<file path="config.mk">
export PLATFORM = sky130hd
export DESIGN_NAME = uart_loader
export DESIGN_NICKNAME = d
export VERILOG_FILES = /design/src/rtl/uart_loader.sv
export SDC_FILE = /design/constraint.sdc
export NUM_CORES = 1
export LEC_CHECK = 0
export ABC_AREA = 0
export BUFFER_PORTS_ARGS = -buffer_cell sky130_fd_sc_hd__buf_4
export CAP_MARGIN = 20
export CORE_MARGIN = 2
export CORE_UTILIZATION = 50
export CTS_BUF_LIST = sky130_fd_sc_hd__clkbuf_8
export DETAILED_ROUTE_END_ITERATION = 6
export GPL_TIMING_DRIVEN = 1
export PLACE_DENSITY = 0.72
export RECOVER_POWER = 25
export SLEW_MARGIN = 40
export SYNTH_ARGS = -nofsm -noshare
export SYNTH_HDL_FRONTEND = slang
export SYNTH_SLANG_ARGS = --single-unit
</file>
<file path="constraint.sdc">
create_clock -name clk -period 3.92 [get_ports clk]
set_clock_uncertainty 0.1 [all_clocks]
set_input_delay 1.176 -clock clk [delete_from_list [all_inputs] [get_ports clk]]
set_output_delay 1.176 -clock clk [all_outputs]
set_load 0.005 [all_outputs]
</file>
<file path="src/rtl/uart_loader.sv">
// Boot loader: receives a word count and payload bytes over the UART bridge, writes words to instruction memory, then acks.
// Optional trailing XOR checksum byte is enabled by defining LOADER_CHECKSUM_EN.
module uart_loader #(
  parameter int unsigned ADDR_W    = 15,
  parameter int unsigned BASE_ADDR = 0,
  parameter int unsigned MAX_WORDS = 2**ADDR_W
) (
  input  logic              clk,
  input  logic              rstn,
  input  logic              start,
  input  logic              u_ready,
  input  logic [7:0]        r_data,
  input  logic              rx_done,
  input  logic              tx_done,
  output logic              r_valid,
  output logic              t_valid,
  output logic [7:0]        t_data,
  output logic              mem_we,
  output logic [ADDR_W-1:0] mem_addr,
  output logic [31:0]       mem_wdata,
  output logic              busy,
  output logic              done,
  output logic              err
);

`ifdef LOADER_CHECKSUM_EN
  typedef enum logic [2:0] {IDLE, RX_REQ, RX_WAIT, WRITE, ACK_REQ, ACK_WAIT, FIN, CHK} state_t;
  localparam state_t POST_DATA = CHK;
`else
  typedef enum logic [2:0] {IDLE, RX_REQ, RX_WAIT, WRITE, ACK_REQ, ACK_WAIT, FIN} state_t;
  localparam state_t POST_DATA = ACK_REQ;
`endif

  typedef enum logic [1:0] {PH_HDR, PH_DATA, PH_CHK} phase_t;

  state_t            state, state_d;
  phase_t            phase, phase_d;
  logic [1:0]        byte_cnt, byte_cnt_d;
  logic [31:0]       acc, acc_d;
  logic [31:0]       n_words, n_words_d;
  logic [31:0]       word_idx, word_idx_d;
  logic              r_valid_d, t_valid_d, mem_we_d, busy_d, done_d, err_d;
  logic [7:0]        t_data_d;
  logic [ADDR_W-1:0] mem_addr_d;
  logic [31:0]       mem_wdata_d;
`ifdef LOADER_CHECKSUM_EN
  logic [7:0]        csum, csum_d;
`endif

  // Next state and next values of every registered output
  always_comb begin
    state_d     = state;
    phase_d     = phase;
    byte_cnt_d  = byte_cnt;
    acc_d       = acc;
    n_words_d   = n_words;
    word_idx_d  = word_idx;
    r_valid_d   = 1'b0;
    t_valid_d   = 1'b0;
    mem_we_d    = 1'b0;
    t_data_d    = t_data;
    mem_addr_d  = mem_addr;
    mem_wdata_d = mem_wdata;
    busy_d      = busy;
    done_d      = done;
    err_d       = err;
`ifdef LOADER_CHECKSUM_EN
    csum_d      = csum;
`endif
    case (state)
      IDLE: if (start) begin
        busy_d     = 1'b1;
        done_d     = 1'b0;
        err_d      = 1'b0;
        phase_d    = PH_HDR;
        byte_cnt_d = 2'd0;
        word_idx_d = 32'd0;
`ifdef LOADER_CHECKSUM_EN
        csum_d     = 8'h00;
`endif
        state_d    = RX_REQ;
      end
      RX_REQ: if (u_ready) begin
        r_valid_d = 1'b1;
        state_d   = RX_WAIT;
      end
      RX_WAIT: if (rx_done) begin
`ifdef LOADER_CHECKSUM_EN
        if (phase == PH_CHK) begin
          if (r_data != csum) err_d = 1'b1;
          state_d = ACK_REQ;
        end else
`endif
        begin
          acc_d[{byte_cnt, 3'b000} +: 8] = r_data;
          byte_cnt_d = byte_cnt + 2'd1;
          state_d    = RX_REQ;
`ifdef LOADER_CHECKSUM_EN
          if (phase == PH_DATA) csum_d = csum ^ r_data;
`endif
          if (byte_cnt == 2'd3) begin
            if (phase == PH_HDR) begin
              n_words_d = acc_d;
              if (acc_d == 32'd0) begin
                state_d = POST_DATA;
              end else if (acc_d > MAX_WORDS) begin
                err_d   = 1'b1;
                state_d = ACK_REQ;
              end else begin
                phase_d    = PH_DATA;
                word_idx_d = 32'd0;
              end
            end else begin
              // Strobe is registered here so it lands in the WRITE cycle
              mem_we_d    = 1'b1;
              mem_addr_d  = ADDR_W'(BASE_ADDR + word_idx);
              mem_wdata_d = acc_d;
              state_d     = WRITE;
            end
          end
        end
      end
      WRITE: begin
        word_idx_d = word_idx + 32'd1;
        state_d    = (word_idx + 32'd1 == n_words) ? POST_DATA : RX_REQ;
      end
`ifdef LOADER_CHECKSUM_EN
      CHK: if (u_ready) begin
        r_valid_d = 1'b1;
        phase_d   = PH_CHK;
        state_d   = RX_WAIT;
      end
`endif
      ACK_REQ: begin
        t_data_d = err ? 8'h55 : 8'hAA;
        if (u_ready) begin
          t_valid_d = 1'b1;
          state_d   = ACK_WAIT;
        end
      end
      ACK_WAIT: if (tx_done) begin
        busy_d  = 1'b0;
        done_d  = 1'b1;
        state_d = FIN;
      end
      FIN:     state_d = IDLE;
      default: state_d = IDLE;
    endcase
  end

  // State and output registers
  always_ff @(posedge clk) begin
    if (!rstn) begin
      state     <= IDLE;
      phase     <= PH_HDR;
      byte_cnt  <= 2'd0;
      acc       <= 32'd0;
      n_words   <= 32'd0;
      word_idx  <= 32'd0;
      r_valid   <= 1'b0;
      t_valid   <= 1'b0;
      t_data    <= 8'h00;
      mem_we    <= 1'b0;
      mem_addr  <= '0;
      mem_wdata <= 32'd0;
      busy      <= 1'b0;
      done      <= 1'b0;
      err       <= 1'b0;
`ifdef LOADER_CHECKSUM_EN
      csum      <= 8'h00;
`endif
    end else begin
      state     <= state_d;
      phase     <= phase_d;
      byte_cnt  <= byte_cnt_d;
      acc       <= acc_d;
      n_words   <= n_words_d;
      word_idx  <= word_idx_d;
      r_valid   <= r_valid_d;
      t_valid   <= t_valid_d;
      t_data    <= t_data_d;
      mem_we    <= mem_we_d;
      mem_addr  <= mem_addr_d;
      mem_wdata <= mem_wdata_d;
      busy      <= busy_d;
      done      <= done_d;
      err       <= err_d;
`ifdef LOADER_CHECKSUM_EN
      csum      <= csum_d;
`endif
    end
  end

endmodule

</file>
==> out/summary.txt, run 1 <==
status -> complete, but fails checks
failing checks -> max-capacitance violations, max-slew violations
Sink Count -> 157
post-synth top area share -> 39.78%
Max Cap Viol -> 1
clock share of power -> 36.8%
CP Data Arrival Time -> 3.87 ns
Reg2Reg Launch Point -> byte_cnt[0]
slew margin rel. -> -4.548%
ant diodes -> 0
Routed Antenna Nets -> 0
sequential share of the synthesized area -> 39.78%
Overall Power -> 3518 uW
post-synth net total -> 1001
combinational share of power -> 15.8%
ys async rst share -> 0%
Power Density -> 384.7 mW/mm^2
Post-synth EDFFs -> 0
crit share post-route -> 91.97%
Initial Util -> 51.58%
# rows -> 45
setup TNS -> 0 ns
top cells by count, synth -> dfxtp_1 (157), nor2_1 (131), a211oi_1 (102), nand2_1 (77), a21oi_1 (68)
Net Sw Frac -> 29.73%
unrepaired setup endpoints after global routing -> no
grt total ovfl -> 0
Setup crit start -> byte_cnt[0]
WS Path Type -> flop to flop
cell area after synthesis -> 0.007900 mm^2
Worst Setup EP -> word_idx[11]
P_int -> 2472 uW
cell with the most instances after synthesis -> dfxtp_1
Hold-fix buffers, CTS -> 0
worst hold slack -> 0.3549 ns
port bufs -> 74
DRT iter0 DRCs -> 751
HP Class -> flop to flop
startpoint types -> flop
Leak -> 0.003198 uW
share of layout cells above drive strength 1 -> 16.36%
global-route wire length before repair -> 36790 um
total CTS buffers -> 17
largest net degree at the start of global routing -> 65
clock tree buffer depth -> 2
warnings from Yosys -> 0
H-tree depth -> 4
Finished Cell Area -> 0.009145 mm^2
vias -> 7579
clock root buffer -> clkbuf_8
ys flop type -> dfxtp_1
GPL Wtd Cong -> 0.9972
initial antenna violation count -> 0
via density per instance -> 6.034
IO Pins -> 75
vias in the first global route -> 6646
switching power total -> 1046 uW
top post-synthesis cells by area -> dfxtp_1 (40%), a211oi_1 (9.7%), nor2_1 (6.2%)
Tightest Pin Transition -> 1.568 ns
Final Net Count -> 1055
Layout Utilization -> 59.71%
maximum operating frequency -> 277.4 MHz
Fillers -> 1437
area of the core -> 0.01531 mm^2
synthesis-to-finish area growth -> 15.76%
worst flop-to-flop path endpoint -> word_idx[11]
Avg Inst Size Synth -> 8.061 um^2
Synth area leader -> dfxtp_1
Reg2Reg Depth -> 11
drc violations -> 0
critical path fanouts, max -> 13
Final Hold Fails -> 0
crit path time final -> 3.605 ns
flop and latch count out of synthesis -> 157
Total GRT Usage -> 27.96%
worst endpoint required time -> 4.18 ns
worst skew pair latency -> 0.47 ns
R2R setup slack -> 0.31 ns
Max Slew Vio Count -> 30
DP HPWL -> 16210 um
die extent in y -> 129.7 um
post-synth cell types -> 67
Post-DP Area -> 0.008755 mm^2
CTS tree -> yes
drt wl/cell -> 18.45 um
Flop pwr share -> 47.4%
VDD IR max -> 322.8 uV
Die Footprint -> 0.01682 mm^2
DRT Pass-1 Iters -> 5
Synth Instances -> 980
Die W -> 129.7 um
DRT Wirelength -> 23180 um
Setup-failing EPs final -> 0
Critical Path End Type -> flop
clock-pin slew on the worst setup and hold paths -> 0.09 ns
-- power groups by stage --
stage / registers, uW / clock network, uW / logic (uW)
after floorplan: 1690 / 0 / 341
after global placement: 1700 / 0 / 538
after detailed placement: 1700 / 0 / 544
after CTS: 1660 / 1320 / 547
after global routing: 1670 / 1370 / 601
final: 1670 / 1290 / 557
-- sequential cells by signal, indices dropped and copies added (netlist names) --
signal     cells
acc           32
done           1
word_idx      32
state          3
byte_cnt       2
err            1
mem_we         1
mem_wdata     32
phase          1
busy           1
mem_addr      15
n_words       32
r_valid        1
t_valid        1
t_data         2
-- metrics by stage --
stage	worst slack [ns]	instances
3_3_place_gp	0.09552	1226
4_1_cts	0.2271	1256
6_report	0.3146	1256
2_1_floorplan	0.6237	980
3_5_place_dp	0.2439	1226
5_1_grt	0.04385	1256
-- area by class of cell --
cell class                      count  area (um^2)  share of cell area (%)
Clock inverter                     13        177.7                   1.943
Timing Repair Buffer              124        912.1                   9.974
Inverter                            9        36.28                  0.3968
Tap cell                          211        264.0                   2.887
Multi-Input combinational cell    725         4377                   47.86
Sequential cell                   157         3144                   34.38
Clock buffer                       17        234.0                   2.558
-- timing repair --
item / CTS / global route
resized for setup: 0 / 2
setup buffers: 0 / 0
hold endpoints to repair: 0 / 0
endpoints found under the setup margin: 0 / 27
-- cells in the final DEF (no fill, tap or decap), types with 5 or more instances in the layout --
cell / instances
o21ai_0: 29
or4_1: 5
o211ai_1: 5
xnor2_1: 23
a21boi_0: 6
dfxtp_1: 156
inv_1: 7
nor2b_1: 39
a22oi_1: 5
buf_4: 81
nor2_1: 130
and3_1: 8
xor2_1: 18
nand2b_1: 11
nor3_1: 20
clkbuf_4: 37
nor4_1: 14
and4_1: 7
a21oi_1: 68
nand3_1: 30
a31oi_1: 19
or3_1: 7
clkbuf_8: 17
o31ai_1: 6
a211oi_1: 102
ha_1: 7
nand4_1: 19
inv_6: 7
a2111oi_0: 5
nand2_1: 77
-- per-layer routing --
| layer | GRT usage (%) | routed length, um |
|---|---|---|
| met5 | 0 | 0 |
| met4 | 8.286 | 453 |
| met3 | 5.207 | 1439 |
| met2 | 43.76 | 10640 |
| met1 | 39.53 | 10640 |
-- cells by family (layout without fill, tap and decap cells) --
kind of cell	count (synthesis)	count (layout)	share of synthesized area [%]
AO/OA/AOI/OAI	283	283	23.99
XOR/XNOR	42	42	4.751
adder cells (fa/ha/maj)	7	7	1.109
buffers and inverters	98	163	5.306
flip-flops	157	157	39.78
multiplexers	4	4	0.5227
AND/OR/NAND/NOR	389	389	24.53
-- critical path: stages, from the launching register on --
cell     delay [ns]
dfxtp_2        0.46
inv_1          0.14
ha_1           0.41
and4b_1        0.31
a21oi_1        0.29
nand4_1        0.14
nor4_1         0.32
buf_4          0.19
xor2_1         0.33
a31o_2         0.47
a21oi_1        0.12
a21o_1         0.20
-- worst min-delay path by stage --
stage | startpoint | endpoint | slack (ns) | cells after the start
floorplan | word_idx[31] | word_idx[31] | 0.35 | 1
global placement | mem_addr[12] | mem_addr[12] | 0.34 | 2
detailed placement | mem_addr[11] | mem_addr[11] | 0.35 | 2
CTS | mem_addr[11] | mem_addr[11] | 0.36 | 2
global route | mem_addr[10] | mem_addr[10] | 0.38 | 2
finish | mem_addr[11] | mem_addr[11] | 0.35 | 2
No activity file was read; power rests on OpenSTA's default activity.
==> run 2, diff against run 1 <==
--- a/config.mk
+++ b/config.mk
@@ -14,7 +14,7 @@
 export DETAILED_ROUTE_END_ITERATION = 6
 export GPL_TIMING_DRIVEN = 1
 export PLACE_DENSITY = 0.72
-export RECOVER_POWER = 25
+export RECOVER_POWER = 50
 export SLEW_MARGIN = 40
 export SYNTH_ARGS = -nofsm -noshare
 export SYNTH_HDL_FRONTEND = slang
==> run 2 against run 1 <==
Compared with the run above: the flow still finishes with violations (max-capacitance violations, max-slew violations); first-iteration DRC count grew 0.13%; die area did not move; combinational power hardly changed; worst hold slack hardly changed; clock power hardly changed; critical path depth down 7; critical endpoint is now n_words[8]; highest routed layer unchanged.
==> out/summary.txt, run 2 (synthesis results as in run 1) <==
Finished Cell Area -> 0.009141 mm^2
startpoint types -> input pin
WS Path Type -> input pin to flop
unrepaired setup endpoints after global routing -> no
initial antenna violation count -> 0
critical path fanouts, max -> 50
DP HPWL -> 16210 um
clock-pin slew on the worst setup and hold paths -> 0.09 ns
DP Worst Slack -> 0.2439 ns
worst flop-to-flop path endpoint -> word_idx[11]
Cells on Worst Hold Path -> 2
worst endpoint required time -> 4.19 ns
Routed Antenna Nets -> 0
vias in the first global route -> 6646
Tightest Pin Transition -> 1.566 ns
Initial Util -> 51.58%
grt total ovfl -> 0
maximum operating frequency -> 277.7 MHz
setup TNS -> 0 ns
HP Start -> mem_addr[11]
Max Cap Viol -> 1
drt wl/cell -> 18.43 um
synthesis-to-finish area growth -> 15.71%
Power Density -> 384.9 mW/mm^2
Die W -> 129.7 um
Fillers -> 1438
DRT iter0 DRCs -> 752
port bufs -> 74
CP Data Arrival Time -> 3.87 ns
largest net degree at the start of global routing -> 65
Critical Path End Type -> flop
setup ws final -> 0.3191 ns
via density per instance -> 6.024
VDD IR max -> 322.4 uV
Reg2Reg Depth -> 11
CTS tree -> yes
Max Slew Vio Count -> 30
# rows -> 45
area of the core -> 0.01531 mm^2
HP Class -> flop to flop
Total GRT Usage -> 27.96%
DRT Pass-1 Iters -> 5
commonest non-fill, non-tap cells in the layout -> dfxtp_1 (156), nor2_1 (130), a211oi_1 (102)
IO Pins -> 75
status -> complete, but fails checks
commonest non-fill, non-tap cell in the layout -> dfxtp_1
WHS Endpoint -> mem_addr[11]
Setup-failing EPs final -> 0
Leak -> 0.003187 uW
total CTS buffers -> 17
area taken by multi-input logic gates -> 0.004377 mm^2
Reg2Reg Launch Point -> byte_cnt[0]
H-tree depth -> 4
crit path time final -> 3.601 ns
DRT Wirelength -> 23140 um
Final Net Count -> 1055
clock tree buffer depth -> 2
slew margin rel. -> -4.372%
worst skew pair latency -> 0.47 ns
Layout Utilization -> 59.69%
Post-DP Area -> 0.008755 mm^2
GPL Wtd Cong -> 0.9972
share of layout cells above drive strength 1 -> 16.27%
ant diodes -> 0
global-route wire length before repair -> 36790 um
Final Hold Fails -> 0
clock root buffer -> clkbuf_8
Sink Count -> 157
FF/Latch Area -> 0.003144 mm^2
R2R setup slack -> 0.32 ns
failing checks -> max-capacitance violations, max-slew violations
vias -> 7566
crit share post-route -> 91.86%
die extent in y -> 129.7 um
drc violations -> 0
Die Footprint -> 0.01682 mm^2
run 2: how the worst max path moves through the flow:
stage	from	slack, ns	to
2_1_floorplan	byte_cnt[0]	0.62	word_idx[9]
3_3_place_gp	byte_cnt[0]	0.1	word_idx[26]
3_5_place_dp	byte_cnt[0]	0.24	word_idx[26]
4_1_cts	byte_cnt[0]	0.23	word_idx[26]
5_1_grt	byte_cnt[0]	0.04	word_idx[26]
6_report	rstn	0.32	n_words[8]
run 2: final cells by class:
type	count	share of cell area [%]
multi-input combinational	725	47.88
sequential	157	34.40
timing repair buffer	124	9.937
tap	211	2.888
clock buffer	17	2.560
clock inverter	13	1.944
inverter	9	0.3969
run 2: timing repair:
action | 4_1_cts | 5_1_grt
hold buffers | 0 | 0
endpoints found under the setup margin | 0 | 27
resized for setup | 0 | 2
buffers inserted | 0 | 0
run 2: power breakdown:
| group | internal (uW) | switching, uW |
|---|---|---|
| sequential | 1630 | 32.8 |
| combinational | 198 | 358 |
| clock | 640 | 656 |
run 2: through the flow:
step           cells  power, uW  hold WS (ns)
6_report        1256       3518        0.3549
4_1_cts         1256       3529        0.3592
2_1_floorplan    980       2026        0.3512
3_5_place_dp    1226       2246        0.3476
3_3_place_gp    1226       2239        0.3437
5_1_grt         1256       3647        0.3779
run 2: routing by layer:
layer	global-route usage, %	vias to the layer above	part of all wire, %
li1	-	3668	-
met1	39.53	3543	46
met2	43.76	309	46
met3	5.207	46	6.4
met4	8.286	0	2.0
met5	0	-	0
run 2: critical path, stage by stage:
cell      delay, ns
clkbuf_1       1.11
inv_4          0.55
clkbuf_2       0.63
a211oi_1       0.38
==> run 3, diff against run 2 <==
--- a/config.mk
+++ b/config.mk
@@ -8,7 +8,7 @@
 export ABC_AREA = 0
 export BUFFER_PORTS_ARGS = -buffer_cell sky130_fd_sc_hd__buf_4
 export CAP_MARGIN = 20
-export CORE_MARGIN = 2
+export CORE_MARGIN = 1.5
 export CORE_UTILIZATION = 50
 export CTS_BUF_LIST = sky130_fd_sc_hd__clkbuf_8
 export DETAILED_ROUTE_END_ITERATION = 6
==> run 3 against run 2 <==
Compared with the run above: the run still ends with max-capacitance violations, max-slew violations left; worst hold slack barely moved; fmax increased by 2.2%; clock power is 8% lower; die area down 1.5%; final cell count about the same; largest cell class unchanged; largest power group unchanged; highest routed layer unchanged.
==> out/summary.txt, run 3 (synthesis results as in run 1) <==
Reg2Reg Depth -> 11
Max Cap Viol -> 1
unrepaired setup endpoints after global routing -> no
Layout Utilization -> 59.47%
R2R setup slack -> 0.40 ns
WS Path Type -> flop to flop
global-route wire length before repair -> 37090 um
DRT Wirelength -> 22750 um
grt total ovfl -> 0
HP Start -> mem_addr[12]
DRT Pass-1 Iters -> 5
Final Hold Fails -> 0
Total GRT Usage -> 28.52%
combinational share of power -> 16.0%
critical path fanouts, max -> 13
Setup-failing EPs final -> 0
crit path time final -> 3.522 ns
Reg2Reg Launch Point -> byte_cnt[0]
worst skew pair latency -> 0.47 ns
DP HPWL -> 15970 um
CP Data Arrival Time -> 3.78 ns
setup TNS -> 0 ns
drt wl/cell -> 18.10 um
vias in the first global route -> 6838
share of layout cells above drive strength 1 -> 16.16%
H-tree depth -> 4
post-cts sizing count -> 0
VDD IR max -> 322.2 uV
Die W -> 128.7 um
Power Density -> 374.3 mW/mm^2
total CTS buffers -> 17
Die Footprint -> 0.01656 mm^2
Max Slew Vio Count -> 30
commonest non-fill, non-tap cells in the layout -> dfxtp_1 (156), nor2_1 (130), a211oi_1 (102)
synthesis-to-finish area growth -> 15.28%
Flop pwr share -> 49.0%
slew margin rel. -> -5.808%
DRT iter0 DRCs -> 679
Final Net Count -> 1054
initial antenna violation count -> 0
Worst path slowest cell -> dfxtp_2
WHS Endpoint -> mem_addr[12]
crit share post-route -> 89.84%
max incr delay on CP -> 0.45 ns
commonest non-fill, non-tap cell in the layout -> dfxtp_1
worst flop-to-flop path endpoint -> word_idx[11]
CTS tree -> yes
Leak -> 0.003166 uW
port bufs -> 74
Critical Path End Type -> flop
Sink Count -> 157
Cells on Worst Hold Path -> 2
largest net degree at the start of global routing -> 91
P_int -> 2322 uW
status -> complete, but fails checks
clock root buffer -> clkbuf_8
IO Pins -> 75
CP delay by family, top -> compound AO/OA/AOI/OAI gates
maximum operating frequency -> 284.0 MHz
# rows -> 45
Critical Path Most Common Cell -> a21oi_1
clock tree buffer depth -> 2
Finished Cell Area -> 0.009107 mm^2
area of the core -> 0.01531 mm^2
Cell Chain, Critical Path -> inv_1, ha_1, and4b_1, a21oi_1, nand4_1, nor4_1, buf_4, xor2_1, a31o_2, a21oi_1, a21o_1
HP Class -> flop to flop
failing checks -> max-capacitance violations, max-slew violations
clock-pin slew on the worst setup and hold paths -> 0.09 ns
startpoint types -> flop
vias -> 7472
Post-CTS Setup Bufs -> 0
Net Sw Frac -> 31.88%
Tightest Pin Transition -> 1.587 ns
die extent in y -> 128.7 um
Routed Antenna Nets -> 0
worst hold slack -> 0.3551 ns
GPL Wtd Cong -> 0.9594
via density per instance -> 5.944
ant diodes -> 0
worst endpoint required time -> 4.18 ns
drc violations -> 0
Buffers & Inverters on Critical Path -> 2
Initial Util -> 51.58%
switching power total -> 1087 uW
clock share of power -> 35.0%
Post-DP Area -> 0.008737 mm^2
Hold-fix buffers, CTS -> 0
[run 3: cell types whose count changed in the layout (fill, tap and decap cells not counted), sizes merged]
cell and delta:
buf -10, bufinv -3, clkinvlp -1, inv +1
clkinv +4, clkbuf +10
[run 3: per-stage QoR]
step                      cells  power, uW  setup WS (ns)
after floorplan             980       2026         0.6237
after global placement     1225       2234        0.06390
after detailed placement   1225       2241         0.2712
after CTS                  1257       3424         0.2475
after global routing       1257       3553        0.04260
final                      1257       3409         0.3984
[run 3: routing by layer]
layer	wire length (um)	global-route usage, %	up-vias
li1	-	-	3666
met1	10600	39.86	3480
met2	10430	44.51	289
met3	1284	5.198	37
met4	441	9.584	0
met5	0	0	-
[run 3: worst max path at each step]
stage / startpoint / to / slack [ns] / cells after the start
6_report: byte_cnt[0] / word_idx[11] / 0.40 / 11
5_1_grt: byte_cnt[0] / word_idx[26] / 0.04 / 12
4_1_cts: byte_cnt[0] / word_idx[11] / 0.25 / 11
3_5_place_dp: byte_cnt[0] / word_idx[17] / 0.27 / 12
3_3_place_gp: byte_cnt[0] / word_idx[27] / 0.06 / 12
2_1_floorplan: byte_cnt[0] / word_idx[9] / 0.62 / 12
[run 3: area by class of cell]
| class | instances | area, um^2 |
|---|---|---|
| tap | 211 | 264.0 |
| clock buffer | 18 | 247.7 |
| inverter | 9 | 38.79 |
| clock inverter | 14 | 140.1 |
| multi-input combinational | 725 | 4377 |
| fill | 1441 | 6207 |
| timing repair buffer | 123 | 895.9 |
| sequential | 157 | 3144 |
[run 3: power by group through the flow]
| stage | clock (uW) | sequential [uW] | combinational, uW |
|---|---|---|---|
| 5_1_grt | 1280 | 1670 | 595 |
| 4_1_cts | 1220 | 1670 | 537 |
| 3_3_place_gp | 0 | 1700 | 530 |
| 3_5_place_dp | 0 | 1710 | 535 |
| 6_report | 1190 | 1670 | 545 |
| 2_1_floorplan | 0 | 1690 | 341 |
[run 3: worst min-delay path, stage by stage (launching register included)]
cell     delay, ns
dfxtp_1       0.32
nand2_1       0.05
a21oi_1       0.05
